**config.mk**
```make
export PLATFORM = sky130hd
export DESIGN_NAME = mips_mmio_bridge
export DESIGN_NICKNAME = d
export VERILOG_FILES = /design/src/rtl/mips_mmio_bridge.sv
export SDC_FILE = /design/constraint.sdc
export NUM_CORES = 1
export LEC_CHECK = 0
export CORE_UTILIZATION = 41
export DETAILED_ROUTE_END_ITERATION = 16
export PLACE_DENSITY = 0.81
export RECOVER_POWER = 50
export SYNTH_ARGS = -nofsm -noshare
export SYNTH_HDL_FRONTEND = slang
export SYNTH_SLANG_ARGS = --single-unit
```
**constraint.sdc**
```tcl
create_clock -name clk -period 2.85 [get_ports clk]
set_input_delay 0.4275 -clock clk [delete_from_list [all_inputs] [get_ports clk]]
set_output_delay 0.4275 -clock clk [all_outputs]
set_load 0.02 [all_outputs]
```
**src/rtl/mips_mmio_bridge.sv**
```systemverilog
// mips_mmio_bridge: splits the CPU data port between RAM and an MMIO block
// (TX byte FIFO, STATUS, optional CYCLE counter under MIPS_MMIO_CYCLE_COUNTER_EN).
module mips_mmio_bridge #(
    parameter int          FIFO_DEPTH = 8,
    parameter logic [31:0] MMIO_BASE  = 32'hFFFF_0000
) (
    input  logic        clk,
    input  logic        rst,
    input  logic        en,
    input  logic [3:0]  cpu_mem_write_en,
    input  logic        cpu_mem_read_en,
    input  logic [31:0] cpu_mem_addr,
    input  logic [31:0] cpu_mem_write_data,
    output logic [31:0] cpu_mem_read_data,
    output logic [3:0]  ram_write_en,
    output logic        ram_read_en,
    output logic [31:0] ram_addr,
    output logic [31:0] ram_write_data,
    input  logic [31:0] ram_read_data,
    output logic [7:0]  tx_data,
    output logic        tx_valid,
    input  logic        tx_ready
);
    localparam int AW = (FIFO_DEPTH > 1) ? $clog2(FIFO_DEPTH) : 1;
    localparam int CW = AW + 1;
    localparam logic [CW-1:0] DEPTH_C = CW'(FIFO_DEPTH);
    localparam logic [15:0] OFF_TX   = 16'h0000;
    localparam logic [15:0] OFF_STAT = 16'h0004;
    localparam logic [15:0] OFF_CYC  = 16'h0008;

    logic          mmio_hit;
    logic [15:0]   off;
    logic          wr_any;
    logic          push_req;
    logic          push_ok;
    logic          pop;
    logic          stat_wr;
    logic          ovf_set;
    logic [31:0]   status;
    logic [31:0]   cyc_val;
    logic [31:0]   mmio_rdata;

    logic [AW-1:0] wptr_q, wptr_d;
    logic [AW-1:0] rptr_q, rptr_d;
    logic [CW-1:0] count_q, count_d;
    logic          ovf_q, ovf_d;
    logic          hit_q;
    logic [31:0]   rd_q;
    logic [7:0]    fifo_mem [FIFO_DEPTH];

    assign mmio_hit = (cpu_mem_addr[31:16] == MMIO_BASE[31:16]);
    assign off      = cpu_mem_addr[15:0];
    assign wr_any   = |cpu_mem_write_en;

    assign ram_write_en   = mmio_hit ? 4'b0000 : cpu_mem_write_en;
    assign ram_read_en    = cpu_mem_read_en & ~mmio_hit;
    assign ram_addr       = cpu_mem_addr;
    assign ram_write_data = cpu_mem_write_data;

    assign tx_valid = (count_q != '0);
    assign tx_data  = fifo_mem[rptr_q];
    assign pop      = tx_valid & tx_ready;

    assign push_req = en & mmio_hit & (off == OFF_TX) & wr_any;
    assign stat_wr  = en & mmio_hit & (off == OFF_STAT) & wr_any;
    // A pop in the same cycle frees a slot, so a full FIFO still accepts.
    assign push_ok  = push_req & ((count_q < DEPTH_C) | pop);
    assign ovf_set  = push_req & ~push_ok;

    assign status = {16'h0000, 8'(count_q), 5'b00000,
                     ovf_q, (count_q == DEPTH_C), (count_q == '0)};

`ifdef MIPS_MMIO_CYCLE_COUNTER_EN
    logic        cyc_wr;
    logic [31:0] cyc_q, cyc_d;

    assign cyc_wr  = en & mmio_hit & (off == OFF_CYC) & wr_any;
    assign cyc_val = cyc_q;

    // Cycle counter: software load wins over the free-running increment.
    always_comb begin
        cyc_d = cyc_q;
        if (en) begin
            cyc_d = cyc_wr ? cpu_mem_write_data : cyc_q + 32'd1;
        end
    end

    // Cycle counter register.
    always_ff @(posedge clk) begin
        if (rst) begin
            cyc_q <= '0;
        end else begin
            cyc_q <= cyc_d;
        end
    end
`else
    assign cyc_val = '0;
`endif

    // MMIO read mux, evaluated every cycle from pre-edge state.
    always_comb begin
        mmio_rdata = '0;
        case (off)
            OFF_STAT: mmio_rdata = status;
            OFF_CYC:  mmio_rdata = cyc_val;
            default:  mmio_rdata = '0;
        endcase
    end

    // FIFO pointer/count and sticky overflow next state; set beats clear.
    always_comb begin
        wptr_d  = wptr_q;
        rptr_d  = rptr_q;
        count_d = count_q;
        if (push_ok) begin
            wptr_d = wptr_q + 1'b1;
        end
        if (pop) begin
            rptr_d = rptr_q + 1'b1;
        end
        if (push_ok && !pop) begin
            count_d = count_q + 1'b1;
        end else if (!push_ok && pop) begin
            count_d = count_q - 1'b1;
        end
        ovf_d = ovf_set | (ovf_q & ~stat_wr);
    end

    // FIFO control state and registered MMIO read path.
    always_ff @(posedge clk) begin
        if (rst) begin
            wptr_q  <= '0;
            rptr_q  <= '0;
            count_q <= '0;
            ovf_q   <= 1'b0;
            hit_q   <= 1'b0;
            rd_q    <= '0;
        end else begin
            wptr_q  <= wptr_d;
            rptr_q  <= rptr_d;
            count_q <= count_d;
            ovf_q   <= ovf_d;
            if (en) begin
                hit_q <= mmio_hit;
                rd_q  <= mmio_rdata;
            end
        end
    end

    // FIFO storage; contents need no reset since count gates visibility.
    always_ff @(posedge clk) begin
        if (push_ok && !rst) begin
            fifo_mem[wptr_q] <= cpu_mem_write_data[7:0];
        end
    end

    assign cpu_mem_read_data = hit_q ? rd_q : ram_read_data;

endmodule

```
==> results of run 1 <==
layout make-up:
cell class,instances,area share
timing repair buffer,205,0.320
tap,136,0.0276
inverter,2,0.00122
multi-input combinational,160,0.238
clock buffer,9,0.0201
clock inverter,7,0.00934
sequential,86,0.383
sequential cells by signal (all words and copies together) (netlist names), named ones only:
name / cells
fifo_mem: 64
rd_q: 7
count_q: 4
rptr_q: 3
wptr_q: 3
hit_q: 1
ovf_q: 1
power groups by stage:
stage / logic, mW / clock network [mW] / registers [mW]
after floorplan: 0.509 / 0 / 1.41
after global placement: 0.804 / 0 / 1.40
after detailed placement: 0.817 / 0 / 1.40
after CTS: 0.830 / 0.786 / 1.38
after global routing: 0.886 / 0.839 / 1.38
final: 0.832 / 0.776 / 1.38
final timing paths:
kind / endpoint / slack (ns) / cells past startpoint
setup / recovery: count_q[3] / 0.07 / 11
hold / removal: rd_q[1] / 0.48 / 2
setup reg to reg: count_q[3] / 0.28 / 9
hold reg to reg: rd_q[1] / 0.48 / 2
layer usage:
layer  global-route usage  vias up
met5                    0        -
met4               0.0553        0
met3               0.0705       17
met2                0.369      150
met1                0.186     1465
li1                     -     1417
critical path, cell delays in order:
cell and delay [ns]:
clkdlybuf4s50_1 0.45, nor4_2 0.25, and4_1 0.26, and4_1 0.24, ha_2 0.19, inv_1 0.06, ha_1 0.27, a21o_1 0.19
a21oi_2 0.13, mux2i_1 0.22, mux2_2 0.35
per-stage QoR:
stage,cells,hold WS [ns],total power [mW],worst slack [ns]
after floorplan,328,0.428,1.92,0.214
final,605,0.476,2.99,0.0685
after CTS,605,0.479,2.99,0.000364
after detailed placement,589,0.465,2.22,-0.442
after global placement,589,0.450,2.21,-0.362
after global routing,605,0.492,3.11,-0.0970
cells in the final DEF (no fill, tap or decap), types with 3 or more instances in the layout:
cell type / synthesis / layout
edfxtp_1: 64 / 64
nor2b_1: 34 / 34
nor2_1: 24 / 24
ha_1: 5 / 3
nor4_1: 6 / 3
a32oi_1: 5 / 5
mux2i_1: 4 / 4
a21oi_1: 5 / 4
nor3_1: 6 / 6
nor4_2: 0 / 3
nand4_1: 8 / 8
nand3_1: 4 / 4
dfxtp_1: 22 / 22
nand2_1: 5 / 5
clkdlybuf4s50_1: 0 / 152
buf_4: 66 / 38
dlygate4sd3_1: 0 / 8
mux2_2: 18 / 18
mux4_1: 16 / 16
dlymetal6s2s_1: 0 / 6
xor2_1: 3 / 3
clkbuf_8: 0 / 9
repair_timing:
action                                  in CTS  in global routing
resized for setup                            2                 10
endpoints found under the setup margin       1                  9
pin swaps                                    2                  6
cell families after synthesis:
kind of cell / count (synthesis) / synth area share
and+or+nand+nor: 100 / 0.129
adders and majority gates: 6 / 0.0189
xor gates and xnor gates: 4 / 0.00801
AOI/OAI and AO/OA: 12 / 0.0194
DFF: 86 / 0.540
buffers and inverters: 82 / 0.133
muxes: 38 / 0.152
==> run summary, run 1 <==
vias after detailed routing = 3049
IO Pins = 215
HP Start = rd_q[1]
FF/Latch Area = 0.00236 mm^2
Residual DRC = 0
NumNets Final = 575
wl on met1 = 3620 um
Fin. Hold Viols = 0
Mean Syn Cell Area = 13.3 um^2
1st-pass router iterations = 4
Final Wtd Congestion = 0.868
total internal power = 2.15 mW
Sw Pwr = 838 uW
main flop type after synthesis = edfxtp_1
Syn Nets = 439
sequential fraction of the synthesis area = 0.540
latest clock arrival within the worst-skew pair = 0.36 ns
status = completed
die width = 105 um
top sig layer = met4
crit path DAT = 3.03 ns
Clock Power Share = 0.260
Area contributors post-synth = edfxtp_1, buf_4, dfxtp_1
die height = 105 um
Finished Cell Area = 0.00616 mm^2
met3 WL = 810 um
antenna diode count = 0
Slew @ Worst Pin = 0.575 ns
H-tree depth = 3
RSZ-0062 raised after global routing = true
hold_buf cts = 0
DP Wirelength = 7890 um
setup TNS = 0 ns
Layout fillers = 807
starting density of the core = 0.424
total grt overflow = 0
pin count of the biggest net entering global routing = 26
Root Driver = clkbuf_8
share of cells above drive strength 1 = 0.177
kind of critical path = primary input to flip-flop
crit start category = primary input
die area = 0.0111 mm^2
Slew Limit Fails = 0
combinational power share = 0.279
CP max FO = 2
Reg power frac = 0.462
met2 wire length = 5820 um
min Tclk post-route = 2.78 ns
WL/cell = 17.2 um
CP endpoint kind = flip-flop
# port buffers = 166
#FFs+latches synth = 86
core area = 0.0103 mm^2
DR iter-0 viols = 74
Post-synth top cells = buf_4, edfxtp_1, nor2b_1
Detail Route Antenna Nets = 0
Total Routing Usage GR = 0.191
synth unique cells = 37
number of clock sinks = 86
Worst Skew = 0.0106 ns
vias per inst = 5.04
Critical Path Source = cpu_mem_addr[0]
first-pass GRT wire length = 16100 um
final worst path period share = 0.976
Syn. warnings = 0
most common cell in the netlist = buf_4
synthesized area = 0.00438 mm^2
post-synth top area share = 0.439
post-synthesis instance total = 328
Req. time, crit path = 3.10 ns
clk buf depth = 2
Worst R2R Start = count_q[3]
final setup violation count = 0
Synth area leader = edfxtp_1
Hold/Removal Path Class = flip-flop to flip-flop
TritonCTS clock tree = built
Peak VDD IR = 229 uV
Leak = 2.24 nW
EDFF count, synth = 64
pwr dens = 485 mW/mm^2
Rel. slew slack = 0.616
Achievable Freq = 360 MHz
Switching Fraction = 0.280
Worst-path clk slew = 0.09 ns
Setup Fix Bufs, Post-CTS = 0
final design utilization = 0.597
Rows = 37
Async SR Flop Fraction = 0
vias in the first global route = 3314
Max Cap Viol = 0
TritonCTS Buffers = 9
multi-input combinational cell area = 0.00147 mm^2
antenna violations before repair = 0
final WL = 10400 um
Synth-to-Final Area Change = 40.9%
DP Area = 0.00593 mm^2
(Power assumes the default switching activity.)
==> run 2: changes to the inputs <==
Settings changed: CORE_MARGIN set to 2, MAX_ROUTING_LAYER set to met4.
==> run summary, run 2 (synthesis results as in run 1) <==
H-tree depth = 3 (unchanged)
TritonCTS clock tree = built (unchanged)
setup TNS = 0 ns (unchanged)
crit start category = primary input (unchanged)
vias after detailed routing = 3088 (was 3049)
Finished Layout Cells = 619 (was 605)
Rel. slew slack = 0.664 (was 0.616)
final worst path period share = 0.972 (was 0.976)
total internal power = 2.16 mW (was 2.15 mW)
number of flip-flops in the largest register = 64 (unchanged)
FF-to-FF setup slack = 0.23 ns (was 0.28 ns)
worst reg2reg endpoint = count_q[3] (unchanged)
kind of critical path = primary input to flip-flop (unchanged)
most common cell after layout, fill and taps aside = clkdlybuf4s50_1 (unchanged)
Slew @ Worst Pin = 0.503 ns (was 0.575 ns)
vias in the first global route = 3211 (was 3314)
final WL = 10700 um (was 10400 um)
Switching Fraction = 0.283 (was 0.280)
Synth-to-Final Area Change = 42.9% (was 40.9%)
NumNets Final = 589 (was 575)
Detail Route Antenna Nets = 0 (unchanged)
hold_buf cts = 0 (unchanged)
Reg power frac = 0.456 (was 0.462)
M3 GR Usage = 0.0515 (was 0.0705)
total grt overflow = 0 (unchanged)
pwr dens = 483 mW/mm^2 (was 485 mW/mm^2)
Critical Path Source = cpu_mem_addr[14] (was cpu_mem_addr[0])
largest registers = fifo_mem: 64 flops, rd_q: 7 flops, count_q: 4 flops (unchanged)
Sw Pwr = 856 uW (was 838 uW)
core area = 0.0103 mm^2 (unchanged)
first-pass GRT wire length = 16100 um (about the same)
WL/cell = 17.3 um (was 17.2 um)
die height = 107 um (was 105 um)
Final Wtd Congestion = 0.862 (was 0.868)
pin count of the biggest net entering global routing = 26 (unchanged)
Root Driver = clkbuf_8 (unchanged)
antenna diode count = 0 (unchanged)
vias per inst = 4.99 (was 5.04)
Residual DRC = 0 (unchanged)
Layout fillers = 787 (was 807)
Req. time, crit path = 3.09 ns (was 3.10 ns)
combinational power share = 0.272 (was 0.279)
TritonCTS Buffers = 9 (unchanged)
die width = 107 um (was 105 um)
Leak = 2.28 nW (was 2.24 nW)
status = completed (unchanged)
crit path DAT = 3.01 ns (was 3.03 ns)
final setup violation count = 0 (unchanged)
commonest non-fill, non-tap cells in the layout = clkdlybuf4s50_1, edfxtp_1, buf_4 (unchanged)
Worst Skew = 0.00849 ns (was 0.0106 ns)
final design utilization = 0.606 (was 0.597)
Max Cap Viol = 0 (unchanged)
Clock Power Share = 0.272 (was 0.260)
starting density of the core = 0.424 (unchanged)
IO Pins = 215 (unchanged)
Fin. Hold Viols = 0 (unchanged)
crit path to = count_q[3] (unchanged)
clk buf depth = 2 (unchanged)
Placed Cells incl. Taps = 603 (was 589)
CP max FO = 2 (unchanged)
DR iter-0 viols = 117 (was 74)
1st-pass router iterations = 4 (unchanged)
min Tclk post-route = 2.77 ns (was 2.78 ns)
busiest grt layer = met2 (unchanged)
# port buffers = 166 (unchanged)
share of cells above drive strength 1 = 0.190 (was 0.177)
M2 GR Usage = 0.329 (was 0.369)
Peak VDD IR = 232 uV (was 229 uV)
Rows = 37 (unchanged)
most flop-heavy register = fifo_mem (unchanged)
antenna violations before repair = 0 (unchanged)
CP endpoint kind = flip-flop (unchanged)
DP Wirelength = 8210 um (was 7890 um)
die area = 0.0115 mm^2 (was 0.0111 mm^2)
Worst R2R Start = count_q[3] (unchanged)
Worst-path clk slew = 0.10 ns (was 0.09 ns)
latest clock arrival within the worst-skew pair = 0.36 ns (about the same)
Worst Reg-to-Reg Cells = 9 (unchanged)
Total Routing Usage GR = 0.191 (about the same)
number of clock sinks = 86 (unchanged)
Hold/Removal Path Class = flip-flop to flip-flop (unchanged)
Slew Limit Fails = 0 (unchanged)
Design Power = 3.02 mW (was 2.99 mW)
GRT met1 Usage = 0.211 (was 0.186)
Achievable Freq = 361 MHz (was 360 MHz)
## run 2: cell type report
type / instances / area [um^2] / area share
multi-input combinational: 160 / 1450 / 0.232
sequential: 86 / 2360 / 0.378
timing repair buffer: 219 / 2060 / 0.330
clock buffer: 9 / 124 / 0.0198
tap: 136 / 170 / 0.0272
inverter: 2 / 7.51 / 0.00120
clock inverter: 7 / 76.3 / 0.0122
## run 2: timing repair
action | in CTS | in global routing
setup endpoints to repair | 0 | 9
gates resized for setup | 0 | 7
buffers inserted | 0 | 0
## run 2: power by group through the flow
stage	Sequential [mW]	Combinational, mW	Clock (mW)
2_1_floorplan	1.41	0.509	0
3_3_place_gp	1.40	0.819	0
3_5_place_dp	1.41	0.833	0
4_1_cts	1.38	0.838	0.840
5_1_grt	1.38	0.879	0.893
6_report	1.38	0.823	0.821
## run 2: worst min-delay path by stage
stage | start | to | slack, ns | depth (start not counted)
6_report | rd_q[1] | rd_q[1] | 0.47 | 2
5_1_grt | rd_q[1] | rd_q[1] | 0.51 | 2
4_1_cts | rd_q[1] | rd_q[1] | 0.47 | 2
3_5_place_dp | rd_q[1] | rd_q[1] | 0.46 | 2
3_3_place_gp | rd_q[1] | rd_q[1] | 0.45 | 2
2_1_floorplan | rd_q[1] | rd_q[1] | 0.43 | 2
## run 2: layer usage
metal / vias up / routed length, um / part of all wire
met5: - / 0 / 0
met4: 0 / 310 / 0.029
met3: 19 / 725 / 0.068
met2: 155 / 5630 / 0.53
met1: 1462 / 4020 / 0.38
li1: 1452 / - / -
## run 2: per-stage QoR
step           worst slack (ns)  instance area, um^2  hold slack, ns
3_3_place_gp             -0.308                 6040           0.449
5_1_grt                -0.00282                 6250           0.514
6_report                 0.0791                 6250           0.468
4_1_cts                0.000742                 6240           0.472
2_1_floorplan             0.214                 4380           0.428
3_5_place_dp             -0.393                 6040           0.459
## run 2: critical path, stage by stage
cell             delay, ns
clkdlybuf4s50_1       0.42
nor4_1                0.27
and4_1                0.26
and4_1                0.23
ha_2                  0.18
inv_1                 0.06
ha_1                  0.27
a21o_1                0.19
a21oi_2               0.14
mux2i_1               0.21
mux2_2                0.36
==> run 3: changes to the inputs <==
Settings changed: CELL_PAD_IN_SITES_DETAIL_PLACEMENT set to 1, CELL_PAD_IN_SITES_GLOBAL_PLACEMENT set to 1, CORE_UTILIZATION 41 to 28, PLACE_DENSITY 0.81 to unset, PLACE_DENSITY_LB_ADDON set to 0.1.
Clock period 2.85 ns to 2.4 ns, I/O delays scaled along.
==> run summary, run 3 (synthesis results as in run 1) <==
antenna violations before repair = 0 (unchanged)
Peak VDD IR = 319 uV (was 232 uV)
TritonCTS clock tree = built (unchanged)
number of flip-flops in the largest register = 64 (unchanged)
hold_buf cts = 0 (unchanged)
final setup violation count = 0 (unchanged)
final worst path period share = 0.967
WL/cell = 16.6 um (was 17.3 um)
Total Routing Usage GR = 0.142 (was 0.191)
min Tclk post-route = 2.32 ns
final WL = 11500 um (was 10700 um)
largest registers = fifo_mem: 64 flops, rd_q: 7 flops, count_q: 4 flops (unchanged)
antenna diode count = 0 (unchanged)
Rows = 45 (was 37)
H-tree depth = 3 (unchanged)
TritonCTS Buffers = 9 (unchanged)
NumNets Final = 588 (was 589)
die height = 129 um (was 107 um)
status = completed (unchanged)
clk buf depth = 2 (unchanged)
total grt overflow = 0 (unchanged)
Root Driver = clkbuf_16 (was clkbuf_8)
first-pass GRT wire length = 17500 um (was 16100 um)
1st-pass router iterations = 4 (unchanged)
Fin. Hold Viols = 0 (unchanged)
CP endpoint kind = output pin (was flip-flop)
Design Power = 4.00 mW (was 3.02 mW)
Residual DRC = 0 (unchanged)
DP Wirelength = 8750 um (was 8210 um)
most common cell after layout, fill and taps aside = clkdlybuf4s50_1 (unchanged)
Synth-to-Final Area Change = 46.7% (was 42.9%)
crit start category = flip-flop (was primary input)
pwr dens = 624 mW/mm^2 (was 483 mW/mm^2)
Worst Skew = 0.00890 ns (was 0.00849 ns)
crit path DAT = 1.96 ns (was 3.01 ns)
pin count of the biggest net entering global routing = 26 (unchanged)
die area = 0.0166 mm^2 (was 0.0115 mm^2)
Achievable Freq = 431 MHz
share of cells above drive strength 1 = 0.266 (was 0.190)
Finished Cell Area = 0.00642 mm^2 (was 0.00625 mm^2)
CP max FO = 8 (was 2)
IO Pins = 215 (unchanged)
Final Wtd Congestion = 0.714 (was 0.862)
commonest non-fill, non-tap cells in the layout = clkdlybuf4s50_1, edfxtp_1, buf_4 (unchanged)
vias after detailed routing = 3073 (was 3088)
starting density of the core = 0.287 (was 0.424)
kind of critical path = flip-flop to output pin (was primary input to flip-flop)
# port buffers = 166 (unchanged)
Worst-path clk slew = 0.06 ns (was 0.10 ns)
Hold/Removal Path Class = flip-flop to flip-flop (unchanged)
vias in the first global route = 3358 (was 3211)
die width = 129 um (was 107 um)
Slew @ Worst Pin = 0.450 ns (was 0.503 ns)
core area = 0.0153 mm^2 (was 0.0103 mm^2)
Rel. slew slack = 0.700 (was 0.664)
RSZ-0062 raised after global routing = true
Max Cap Viol = 0 (unchanged)
most flop-heavy register = fifo_mem (unchanged)
number of clock sinks = 86 (unchanged)
Detail Route Antenna Nets = 0 (unchanged)
DP Area = 0.00614 mm^2 (was 0.00604 mm^2)
setup TNS = 0 ns (unchanged)
Slew Limit Fails = 0 (unchanged)
latest clock arrival within the worst-skew pair = 0.33 ns (was 0.36 ns)
Leak = 2.38 nW (was 2.28 nW)
DR iter-0 viols = 139 (was 117)
vias per inst = 4.43 (was 4.99)
Req. time, crit path = 2.04 ns (was 3.09 ns)
## run 3: cell types whose count changed in the layout (fill, tap and decap cells not counted), sizes merged
cell / previous run / this run
clkinvlp: 0 / 1
buf: 51 / 53
dlygate4sd3: 12 / 34
dlymetal6s2s: 3 / 2
clkbuf: 11 / 38
inv: 5 / 3
clkdlybuf4s15: 0 / 7
clkinv: 4 / 0
bufbuf: 0 / 1
dlygate4sd2: 0 / 9
clkdlybuf4s50: 151 / 88
## run 3: metal layers
metal	wire length, um	track usage	share of wire
met1	4800	0.166	0.42
met2	6110	0.245	0.53
met3	441	0.0320	0.038
met4	136	0.0441	0.012
met5	0	-	0
## run 3: critical path, cell delays in order (launching register included)
cell	delay (ns)
dfxtp_4	0.37
buf_12	0.14
mux4_1	0.56
mux2_2	0.27
clkdlybuf4s15_1	0.28
## run 3: worst paths after layout
| kind | startpoint | end | slack, ns | cells after the start |
|---|---|---|---|---|
| max | flip-flop | tx_data[1] | 0.08 | 4 |
| min | rd_q[1] | rd_q[1] | 0.45 | 2 |
| max reg2reg | count_q[2] | count_q[3] | 0.09 | 9 |
| min reg2reg | rd_q[1] | rd_q[1] | 0.45 | 2 |
## run 3: where the power goes
group	internal (mW)	switching (mW)	leakage [nW]	total (mW)
Sequential	1.62	0.0232	0.754	1.65
Clock	0.794	0.525	0.139	1.32
Combinational	0.574	0.461	1.49	1.03
## run 3: timing repair
item	in CTS	in global routing
gates cloned	1	0
endpoints found under the hold margin	0	0
pin swaps	16	13
buffers inserted	3	2
resized for setup	81	43
endpoints found under the setup margin	16	4
## run 3: stage by stage
stage	worst slack (ns)	cells	hold WS [ns]	util
detailed placement	-0.682	671	0.457	0.403
CTS	-0.0229	691	0.464	0.424
global placement	-0.651	671	0.451	0.403
floorplan	0.0133	328	0.428	-
finish	0.0789	693	0.454	0.421
global route	-0.0282	693	0.488	0.421
## run 3: cell type report
cell class | count | area, um^2
fill | 1613 | 8840
sequential | 86 | 2370
timing repair buffer | 218 | 1960
multi-input combinational | 160 | 1530
clock buffer | 14 | 275
tap | 211 | 264
clock inverter | 2 | 13.8
inverter | 2 | 10.0
